`src/rtl/l2_req_responder_pkg.sv`:
```
// Shared coherence constants and types for the L2 request responder.
// The state enum drops WAIT unless L2_REQ_RESPONDER_DELAY_EN is defined.
package l2_req_responder_pkg;

  localparam int WORDS_PER_LINE = 4;
  localparam int WORD_BITS      = 32;
  localparam int ADDR_BITS      = 32;
  localparam int COH_MSG_BITS   = 3;

  typedef logic [COH_MSG_BITS-1:0]              coh_msg_t;
  typedef logic [WORDS_PER_LINE*WORD_BITS-1:0]  line_t;
  typedef logic [WORDS_PER_LINE-1:0]            word_mask_t;
  typedef logic [ADDR_BITS-1:0]                 line_addr_t;
  typedef logic [1:0]                           hprot_t;
  typedef logic [3:0]                           invack_cnt_t;

  // Codes 6 and 7 are deliberately unassigned and count as unsupported.
  localparam coh_msg_t REQ_S     = 3'd0;
  localparam coh_msg_t REQ_O     = 3'd1;
  localparam coh_msg_t REQ_V     = 3'd2;
  localparam coh_msg_t REQ_Odata = 3'd3;
  localparam coh_msg_t REQ_WT    = 3'd4;
  localparam coh_msg_t REQ_WB    = 3'd5;

  localparam coh_msg_t RSP_S      = 3'd0;
  localparam coh_msg_t RSP_O      = 3'd1;
  localparam coh_msg_t RSP_V      = 3'd2;
  localparam coh_msg_t RSP_Odata  = 3'd3;
  localparam coh_msg_t RSP_WT     = 3'd4;
  localparam coh_msg_t RSP_WB_ACK = 3'd5;

  typedef struct packed {
    coh_msg_t   coh_msg;
    hprot_t     hprot;
    line_addr_t addr;
    line_t      line;
    word_mask_t word_mask;
  } l2_req_out_t;

  typedef struct packed {
    coh_msg_t    coh_msg;
    line_addr_t  addr;
    line_t       line;
    word_mask_t  word_mask;
    invack_cnt_t invack_cnt;
  } l2_rsp_in_t;

`ifdef L2_REQ_RESPONDER_DELAY_EN
  typedef enum logic [1:0] {IDLE, ACCESS, WAIT, SEND} state_t;
`else
  typedef enum logic [1:0] {IDLE, ACCESS, SEND} state_t;
`endif

  function automatic logic is_supported(input coh_msg_t msg);
    return (msg <= REQ_WB);
  endfunction

  function automatic logic is_write(input coh_msg_t msg);
    return (msg == REQ_WT) || (msg == REQ_WB);
  endfunction

  function automatic coh_msg_t rsp_msg(input coh_msg_t msg);
    coh_msg_t rsp;
    case (msg)
      REQ_O:     rsp = RSP_O;
      REQ_V:     rsp = RSP_V;
      REQ_Odata: rsp = RSP_Odata;
      REQ_WT:    rsp = RSP_WT;
      REQ_WB:    rsp = RSP_WB_ACK;
      default:   rsp = RSP_S;
    endcase
    return rsp;
  endfunction

  function automatic line_t merge_line(input line_t old_line, input line_t new_line,
                                       input word_mask_t mask);
    line_t merged;
    merged = old_line;
    for (int w = 0; w < WORDS_PER_LINE; w++) begin
      if (mask[w]) merged[w*WORD_BITS +: WORD_BITS] = new_line[w*WORD_BITS +: WORD_BITS];
    end
    return merged;
  endfunction

endpackage

```
`src/rtl/l2_req_responder_if.sv`:
```
// Request/response handshake bundle between an L2 (master) and the responder (slave).
interface l2_req_responder_if;
  import l2_req_responder_pkg::*;

  logic        l2_req_out_valid;
  logic        l2_req_out_ready;
  l2_req_out_t l2_req_out;
  logic        l2_rsp_in_valid;
  logic        l2_rsp_in_ready;
  l2_rsp_in_t  l2_rsp_in;

  modport master (
    output l2_req_out_valid, l2_req_out, l2_rsp_in_ready,
    input  l2_req_out_ready, l2_rsp_in_valid, l2_rsp_in
  );

  modport slave (
    input  l2_req_out_valid, l2_req_out, l2_rsp_in_ready,
    output l2_req_out_ready, l2_rsp_in_valid, l2_rsp_in
  );
endinterface

```
`src/rtl/l2_req_responder_mem.sv`:
```
// Backing line store: word-masked write port, combinational read port, cleared on reset.
module l2_req_responder_mem
  import l2_req_responder_pkg::*;
#(
  parameter  int MEM_LINES = 16,
  localparam int IDX_W     = $clog2(MEM_LINES)
) (
  input  logic             clk,
  input  logic             rst,
  input  logic             wr_en,
  input  logic [IDX_W-1:0] idx,
  input  word_mask_t       wr_mask,
  input  line_t            wr_line,
  output line_t            rd_line
);

  line_t lines [MEM_LINES];

  always_ff @(posedge clk or negedge rst) begin
    if (!rst) begin
      for (int i = 0; i < MEM_LINES; i++) lines[i] <= '0;
    end else if (wr_en) begin
      lines[idx] <= merge_line(lines[idx], wr_line, wr_mask);
    end
  end

  assign rd_line = lines[idx];

endmodule

```
`src/rtl/l2_req_responder.sv`:
```
// Single-outstanding L2 request responder backed by a small line memory.
// Define L2_REQ_RESPONDER_DELAY_EN to insert RSP_DELAY wait cycles before each response.
module l2_req_responder
  import l2_req_responder_pkg::*;
#(
  parameter int MEM_LINES = 16,
  parameter int RSP_DELAY = 4
) (
  input  logic                clk,
  input  logic                rst,
  l2_req_responder_if.slave   bus,
  output logic                err_unsupported
);

  localparam int IDX_W = $clog2(MEM_LINES);

  state_t      state, state_next;
  logic        ready_q;
  logic        rsp_valid;
  logic        req_hs;
  logic        supported;
  logic        mem_we;
  l2_req_out_t req_q;
  l2_rsp_in_t  rsp_q;
  line_t       rd_line;
  line_t       post_line;
  logic        unused_hprot;

`ifdef L2_REQ_RESPONDER_DELAY_EN
  logic [7:0]  delay_cnt;
`else
  logic [7:0]  unused_rsp_delay;
  assign unused_rsp_delay = 8'(RSP_DELAY);
`endif

  assign req_hs       = bus.l2_req_out_valid & ready_q;
  assign supported    = is_supported(req_q.coh_msg);
  assign mem_we       = (state == ACCESS) & is_write(req_q.coh_msg);
  assign post_line    = mem_we ? merge_line(rd_line, req_q.line, req_q.word_mask) : rd_line;
  assign unused_hprot = ^req_q.hprot;

  l2_req_responder_mem #(.MEM_LINES(MEM_LINES)) u_mem (
    .clk     (clk),
    .rst     (rst),
    .wr_en   (mem_we),
    .idx     (req_q.addr[IDX_W-1:0]),
    .wr_mask (req_q.word_mask),
    .wr_line (req_q.line),
    .rd_line (rd_line)
  );

  always_ff @(posedge clk or negedge rst) begin
    if (!rst) state <= IDLE;
    else      state <= state_next;
  end

  always_comb begin
    state_next = state;
    rsp_valid  = 1'b0;
    unique case (state)
      IDLE:   if (req_hs) state_next = ACCESS;
      ACCESS: begin
        if (!supported) state_next = IDLE;
`ifdef L2_REQ_RESPONDER_DELAY_EN
        else            state_next = WAIT;
`else
        else            state_next = SEND;
`endif
      end
`ifdef L2_REQ_RESPONDER_DELAY_EN
      WAIT:   if (delay_cnt == 8'd0) state_next = SEND;
`endif
      SEND: begin
        rsp_valid = 1'b1;
        if (bus.l2_rsp_in_ready) state_next = IDLE;
      end
      default: state_next = IDLE;
    endcase
  end

  // Ready is registered so it stays low through reset and rises on the first edge after it.
  always_ff @(posedge clk or negedge rst) begin
    if (!rst) begin
      ready_q         <= 1'b0;
      req_q           <= '0;
      rsp_q           <= '0;
      err_unsupported <= 1'b0;
    end else begin
      ready_q <= (state_next == IDLE);
      if (req_hs) req_q <= bus.l2_req_out;
      if (state == ACCESS) begin
        if (supported) begin
          rsp_q.coh_msg    <= rsp_msg(req_q.coh_msg);
          rsp_q.addr       <= req_q.addr;
          rsp_q.line       <= post_line;
          rsp_q.word_mask  <= (req_q.coh_msg == REQ_S) ? '1 : req_q.word_mask;
          rsp_q.invack_cnt <= '0;
        end else begin
          err_unsupported <= 1'b1;
        end
      end
    end
  end

`ifdef L2_REQ_RESPONDER_DELAY_EN
  always_ff @(posedge clk or negedge rst) begin
    if (!rst)                                     delay_cnt <= 8'd0;
    else if (state == ACCESS)                     delay_cnt <= 8'(RSP_DELAY - 1);
    else if (state == WAIT && delay_cnt != 8'd0)  delay_cnt <= delay_cnt - 8'd1;
  end
`endif

  assign bus.l2_req_out_ready = ready_q;
  assign bus.l2_rsp_in_valid  = rsp_valid;
  assign bus.l2_rsp_in        = rsp_q;

endmodule

```
`src/flat_wrapper.sv`:
```
// flat-port wrapper written by rule: the top's interface ports become plain ports
module l2_req_responder_flat import l2_req_responder_pkg::*;
#(
  parameter int MEM_LINES = 16,
  parameter int RSP_DELAY = 4
)
  (clk, rst, err_unsupported, bus_l2_req_out_valid, bus_l2_req_out, bus_l2_rsp_in_ready, bus_l2_req_out_ready, bus_l2_rsp_in_valid, bus_l2_rsp_in);
  l2_req_responder_if bus_i ();
  input  logic clk;
  input  logic rst;
  output logic err_unsupported;
  input wire logic [$bits(bus_i.l2_req_out_valid)-1:0] bus_l2_req_out_valid;
  input wire logic [$bits(bus_i.l2_req_out)-1:0] bus_l2_req_out;
  input wire logic [$bits(bus_i.l2_rsp_in_ready)-1:0] bus_l2_rsp_in_ready;
  output wire logic [$bits(bus_i.l2_req_out_ready)-1:0] bus_l2_req_out_ready;
  output wire logic [$bits(bus_i.l2_rsp_in_valid)-1:0] bus_l2_rsp_in_valid;
  output wire logic [$bits(bus_i.l2_rsp_in)-1:0] bus_l2_rsp_in;
  assign bus_i.l2_req_out_valid = bus_l2_req_out_valid;
  assign bus_i.l2_req_out = bus_l2_req_out;
  assign bus_i.l2_rsp_in_ready = bus_l2_rsp_in_ready;
  assign bus_l2_req_out_ready = bus_i.l2_req_out_ready;
  assign bus_l2_rsp_in_valid = bus_i.l2_rsp_in_valid;
  assign bus_l2_rsp_in = bus_i.l2_rsp_in;
  l2_req_responder #(.MEM_LINES(MEM_LINES), .RSP_DELAY(RSP_DELAY)) u_core (.clk(clk), .rst(rst), .bus(bus_i), .err_unsupported(err_unsupported));
endmodule
```
`config.mk`:
```
export PLATFORM = sky130hd
export DESIGN_NAME = l2_req_responder_flat
export DESIGN_NICKNAME = d
export VERILOG_FILES = /design/src/rtl/l2_req_responder_pkg.sv /design/src/rtl/l2_req_responder_if.sv /design/src/rtl/l2_req_responder_mem.sv /design/src/rtl/l2_req_responder.sv /design/src/flat_wrapper.sv
export SDC_FILE = /design/constraint.sdc
export NUM_CORES = 2
export LEC_CHECK = 0
export BUFFER_PORTS_ARGS = -buffer_cell sky130_fd_sc_hd__buf_2
export CAP_MARGIN = 25
export CORE_MARGIN = 5
export CORE_UTILIZATION = 63
export DETAILED_ROUTE_END_ITERATION = 10
export PLACE_DENSITY = 0.81
export REMOVE_ABC_BUFFERS = 1
export SYNTH_ARGS = -nofsm -noshare
export SYNTH_HDL_FRONTEND = slang
export SYNTH_SLANG_ARGS = --single-unit
```
`constraint.sdc`:
```
create_clock -name clk -period 3.05 [get_ports clk]
set_clock_uncertainty 0.15 [all_clocks]
set_input_delay 0.305 -clock clk [delete_from_list [all_inputs] [get_ports clk]]
set_output_delay 0.305 -clock clk [all_outputs]
set_load 0.05 [all_outputs]
```
After elaboration in Yosys (flattened, before gate mapping)

Index checks and enable logic that the tools add are counted.

Bits of input ports: 173
Bits in registers: 2,386
Output and inout port bits: 174
Word-level logic and storage cells: 70

Mux-type cells: 22
Equality and inequality tests: 7
Reductions and logical operators: 7
Order comparisons: 3
Bitwise operators: 4

Operators with widths:

| kind                                                                  | count |
|---|---|
| 2048-bit bitwise mux                                                  | 1 |
| 128-bit binary-select mux with 4-bit select                           | 1 |
| 128-bit demux with 4-bit select                                       | 1 |
| 128-bit 2-to-1 mux                                                    | 4 |
| 32-bit 2-to-1 mux                                                     | 8 |
| 3-bit case mux with 5 select lines                                    | 1 |
| 3-bit by 2-bit == test with 1-bit output (second input constant)      | 2 |
| 3-bit == test (second input constant)                                 | 2 |
| 2-bit 2-to-1 mux                                                      | 3 |
| 2-bit case mux with 3 select lines                                    | 1 |
| 5-bit >= comparator (second input constant)                           | 1 |
| 5-bit by 1-bit < comparator with 1-bit output (second input constant) | 1 |
| 4-bit NOT with 5-bit output                                           | 1 |
| 2-bit logical NOT                                                     | 2 |
| 4-bit 2-to-1 mux                                                      | 1 |
| 2-bit AND reduction                                                   | 2 |
| 3-bit by 1-bit == test with 1-bit output (second input constant)      | 1 |
| 3-bit <= comparator (second input constant)                           | 1 |
| 3-bit logical NOT                                                     | 1 |
| 1-bit AND                                                             | 2 |
| 2-bit by 1-bit == test with 1-bit output (second input constant)      | 1 |
| 2-bit == test (second input constant)                                 | 1 |
| 1-bit logical AND                                                     | 1 |
| 1-bit logical OR                                                      | 1 |
| 2 further kinds                                                       | 2 |

Longest topological paths before layout

Depth after elaboration: 7
Depth in mapped cells: 11
Gate-level depth less buffers: 5

Hierarchy

A second synthesis with hierarchy kept.

Cells, all modules: 10,305
Area, all modules: 110,798.8 sq um

Modules (own cells, without submodules):

| module               | instances | area an instance (sq um) | cells each |
|---|---|---|---|
| l2_req_responder_mem | 1         | 96,401.2                 | 9,239 |
| l2_req_responder     | 1         | 14,397.6                 | 1,066 |

Worst setup path before layout

No wires, ideal clock.

Path kind: register to register
Start point: register u_core.req_q[132] (netlist name)
End point: register u_core.rsp_q (netlist bit u_core.bus.l2_rsp_in[26])
Period minus slack after synthesis: 2,229 ps
Library setup time: 142 ps
Arrival time: 1,937 ps
Cell stages (with the launch flop): 8
Slack: 821 ps
Path through: dfrtp_1 -> buf_2 -> buf_4 -> mux4_2 -> o211ai_1 -> o21a_1 -> buf_4 -> a21oi_1

Longest elaborated chain between the ends: 6

RTL lines:

| item                                                     | line                       | RTL |
|---|---|---|
| from (decl)                                              | l2_req_responder.sv:23     | `l2_req_out_t req_q;` |
| from (signal assigned)                                   | l2_req_responder.sv:90     | `if (req_hs) req_q <= bus.l2_req_out;` |
| 4-bit NOT with 5-bit output (implied by the code) *      | l2_req_responder_mem.sv:27 | `assign rd_line = lines[idx];` |
| 128-bit binary-select mux with 4-bit select *            | l2_req_responder_mem.sv:27 |  |
| 128-bit 2-to-1 mux (implied by the code) * (2 in series) | l2_req_responder_mem.sv:27 |  |
| 32-bit 2-to-1 mux                                        | l2_req_responder_pkg.sv:80 | `if (mask[w]) merged[w*WORD_BITS +: WORD_BITS] = new_line[w*WORD_BITS +: WORD_BITS];` |
| 128-bit 2-to-1 mux *                                     | l2_req_responder.sv:39     | `assign post_line = mem_we ? merge_line(rd_line, req_q.line, req_q.word_mask) : rd_line;` |
| to (decl)                                                | l2_req_responder.sv:24     | `l2_rsp_in_t rsp_q;` |

Mark *: on every way between the ends. The rest lies on a longest branch, timed or not. The select of a mux whose other input is x is not followed.
A chain may end at the register's enable or synchronous reset.

Worst setup path after layout

Start point: register u_core.req_q[132] (netlist name)
End point: register u_core.u_mem.lines[1011] (netlist name)

Longest elaborated chain between the ends: 7

RTL lines:

| item                                                   | line                       | RTL |
|---|---|---|
| 4-bit NOT with 5-bit output (implied by the code) *    | l2_req_responder_mem.sv:23 | `lines[idx] <= merge_line(lines[idx], wr_line, wr_mask);` |
| 128-bit binary-select mux with 4-bit select            | l2_req_responder_mem.sv:23 |  |
| 128-bit 2-to-1 mux (implied by the code) (2 in series) | l2_req_responder_mem.sv:23 |  |
| 32-bit 2-to-1 mux                                      | l2_req_responder_pkg.sv:80 |  |
| 32-bit 2-to-1 mux                                      | l2_req_responder_mem.sv:22 | `end else if (wr_en) begin` |
| 2048-bit bitwise mux *                                 | l2_req_responder_mem.sv:23 |  |
| to (signal, indexed assignment)                        | l2_req_responder_mem.sv:23 |  |
| to (decl)                                              | l2_req_responder_mem.sv:17 | `line_t lines [MEM_LINES];` |

Marks and branches as above.

==> flow_summary.ini <==
[timing]
fin_crit_sh_pct = 97.75
slew_headroom_pct = 41.49
post-route-min-period_ns = 2.981
hold_viol = 0
tightest_slew_ns = 0.8776
finalSetupViolCount = 0
rsz0062_at_grt = false
max_freq_mhz = 335.4
fin_hold_ws_ns = 0.02427
finalMaxSlewViolations = 0
tns_ns = 0

[global_routing]
grt-ovfl-total = 0
grt_usage_pct = 35.06
grt_pass1_vias = 88090
grt_antenna_before_repair = 4
grt_pass1_wl_mm = 501.0
grt_start_max_net_pins = 159

[synthesis]
synth_top_flop_cell = dfrtp_1
synth_seq_area_share_pct = 54.29
synth_edf_count = 0
yosysUniqueCellTypes = 49
synth.yosys.warnings = 0
synthCells = 10160
syn_avg_cell_area_um2 = 10.82
synth-async-reset-ratio_pct = 100.0
synth_seq_cells = 2386
synth_area_um2 = 110000

[power]
peakVddDrop_mv = 0.7578
p_int_mw = 82.15
p_seq_share_pct = 37.2
p_clk_share_pct = 20.9
power_switching_share_pct = 41.13
power_per_cell_area_nw_per_um2 = 1100
switching_power_mw = 57.41
leakagePower_nw = 55.94
comb_power_share_pct = 41.9

[routing]
ant_nets = 0
vias = 85140
detail_route.iter0.violations = 8991
vias_per_cell = 6.533
drt_first_pass_iters = 9
routed-wl-met3_mm = 27.50
wl_met1_mm = 118.7
drt_wl_total_mm = 322.0
routed.top_layer = met4
drc = 0
wl_per_cell_um = 24.71
wl_met2_mm = 153.9

[clock_network]
tritoncts = built
htree_levels = 4
cts_root_buffer = clkbuf_16
insertion_delay_ns = 0.92
clockBufferDepth = 3
clock_sinks = 2386
clk_pin_slew_ns = 0.06
numCtsBuffers = 233

[worst_hold_path]
hold_class = input pin to flip-flop
hold-path-cell-count = 3

[layout]
n_fill_cell = 11230
finish.instance_area_um2 = 126800
syn2layout_area_growth_pct = 15.35
drive_gt1_share_pct = 22.80
fin_nets = 10690

[setup_path]
reg2reg_depth = 6
crit_required_ns = 3.58
endpoint_kind = flip-flop
cp_max_fo = 22
start_kind = flip-flop
crit_type = flip-flop to flip-flop
arrival_ns = 3.51

[place]
portBuffers = 340
gp_congestion = 0.8304
placed_area_um2 = 115700
place_hpwl_mm = 180.8

[die]
start_util_pct = 63.27
die_area_um2 = 183000
row_count = 153
die_h_um = 427.8
num_io_pins = 347
die_x_um = 427.8
coreArea_um2 = 173800

[flow_run]
maxCapViolations = 0

[run_status]
status = finished, final reports clean
state kept, by name, summed over array words and instances (netlist names):
signal                       flops
u_core.bus.l2_rsp_in           167
u_core.bus.l2_req_out_ready      1
u_core.u_mem.lines            2048
u_core.state                     2
u_core.err_unsupported           1
u_core.req_q                   167
critical path, stage by stage (launching register included):
cell and delay [ns]:
dfrtp_4 0.50, buf_12 0.18, buf_12 0.25, mux4_2 0.54
o211ai_1 0.37, o21a_2 0.48, o21ai_0 0.25
final timing paths:
| kind | start | to | slack (ns) |
|---|---|---|---|
| worst max-delay path | u_core.req_q[132] | u_core.u_mem.lines[1011] | 0.07 |
| worst min-delay path | bus_l2_req_out[113] | u_core.req_q[113] | 0.02 |
| worst max register to register | u_core.req_q[132] | u_core.u_mem.lines[1011] | 0.07 |
| worst min register to register | u_core.u_mem.lines[1017] | u_core.u_mem.lines[1017] | 0.33 |
| max in group asynchronous | rst | u_core.req_q[67] | 1.80 |
| min in group asynchronous | rst | u_core.req_q[155] | 0.24 |
repair_timing:
action                                  in CTS  in global routing
resized for setup                            0                  8
endpoints found under the setup margin       0                 26
endpoints found under the hold margin     2337                  0
hold buffers                               322                  0
setup buffers                                0                  4
logic make-up (layout without fill, tap and decap cells):
family | after synthesis | after routing | synth area share [%]
buf+inv | 977 | 1520 | 4.684
simple gates | 2237 | 2237 | 7.849
mux | 1224 | 1224 | 12.82
other cells | 1 | 5 | 0.003410
flops | 2386 | 2386 | 54.29
compound gates | 3335 | 3335 | 20.34
layout by cell type, fill, tap and decap left out, drive strengths merged, types with 129 or more instances in the layout:
cell type / n
nor2: 1163
o22ai: 256
dfrtp: 2386
mux2: 200
o21ai: 897
nand2: 1030
buf: 773
clkbuf: 347
a21oi: 1535
a211oi: 129
mux2i: 896
dlygate4sd3: 321
metal layers:
metal	vias up	global-route usage, %
li1	36610	-
met1	42750	43.67
met2	4490	56.69
met3	1291	7.166
met4	0	21.74
met5	-	0
per-stage QoR:
step / std cells / total power [mW] / utilization (%) / setup slack [ns]
after detailed placement: 12280 / 107.7 / 66.53 / 0.1548
after CTS: 13030 / 138.0 / 72.90 / 0.09328
after global placement: 12280 / 104.8 / 66.53 / 0.2037
after global routing: 13030 / 146.1 / 72.97 / 0.004225
after floorplan: 9189 / 79.46 / - / -42.70
final: 13030 / 139.6 / 72.97 / 0.06851
synth_stat cells, drive strengths merged, types with 3 or more instances:
cell type	number	share of area, %
o21a	127	1.1
a21oi	1535	9.8
or4b	4	0.036
clkbuf	481	1.7
nor2	1163	4.0
o21ai	897	4.1
buf	493	3.0
a211oi	129	0.89
o211ai	127	0.87
mux2i	896	8.2
o22a	4	0.032
nand4bb	9	0.092
nand4b	4	0.046
nand2b	4	0.023
nand2	1030	3.5
nor3	11	0.091
inv	3	0.010
o2bb2ai	128	1.0
o221ai	127	1.0
mux4	128	2.6
nand3	3	0.014
mux2	200	2.0
dfrtp	2386	54
o22ai	256	1.5
final cells by class:
| class | instances | area (um2) | share of cell area [%] |
|---|---|---|---|
| clock inverter | 76 | 1008 | 0.7950 |
| tap | 2325 | 2909 | 2.293 |
| inverter | 3 | 16.27 | 0.01282 |
| multi-input combinational | 6800 | 45350 | 35.75 |
| clock buffer | 347 | 6829 | 5.384 |
| timing repair buffer | 1094 | 11000 | 8.674 |
| sequential | 2386 | 59720 | 47.08 |
| antenna | 1 | 2.502 | 0.001973 |
power by group through the flow:
stage,Sequential [mW],Clock [mW],Combinational (mW)
6_report,51.9,29.2,58.4
5_1_grt,52.9,30.8,62.5
4_1_cts,51.4,29.3,57.3
3_5_place_dp,51.8,0,56.0
3_3_place_gp,50.8,0,53.9
2_1_floorplan,51.1,0,28.3
Note: power is estimated with default switching activity, not from simulation.
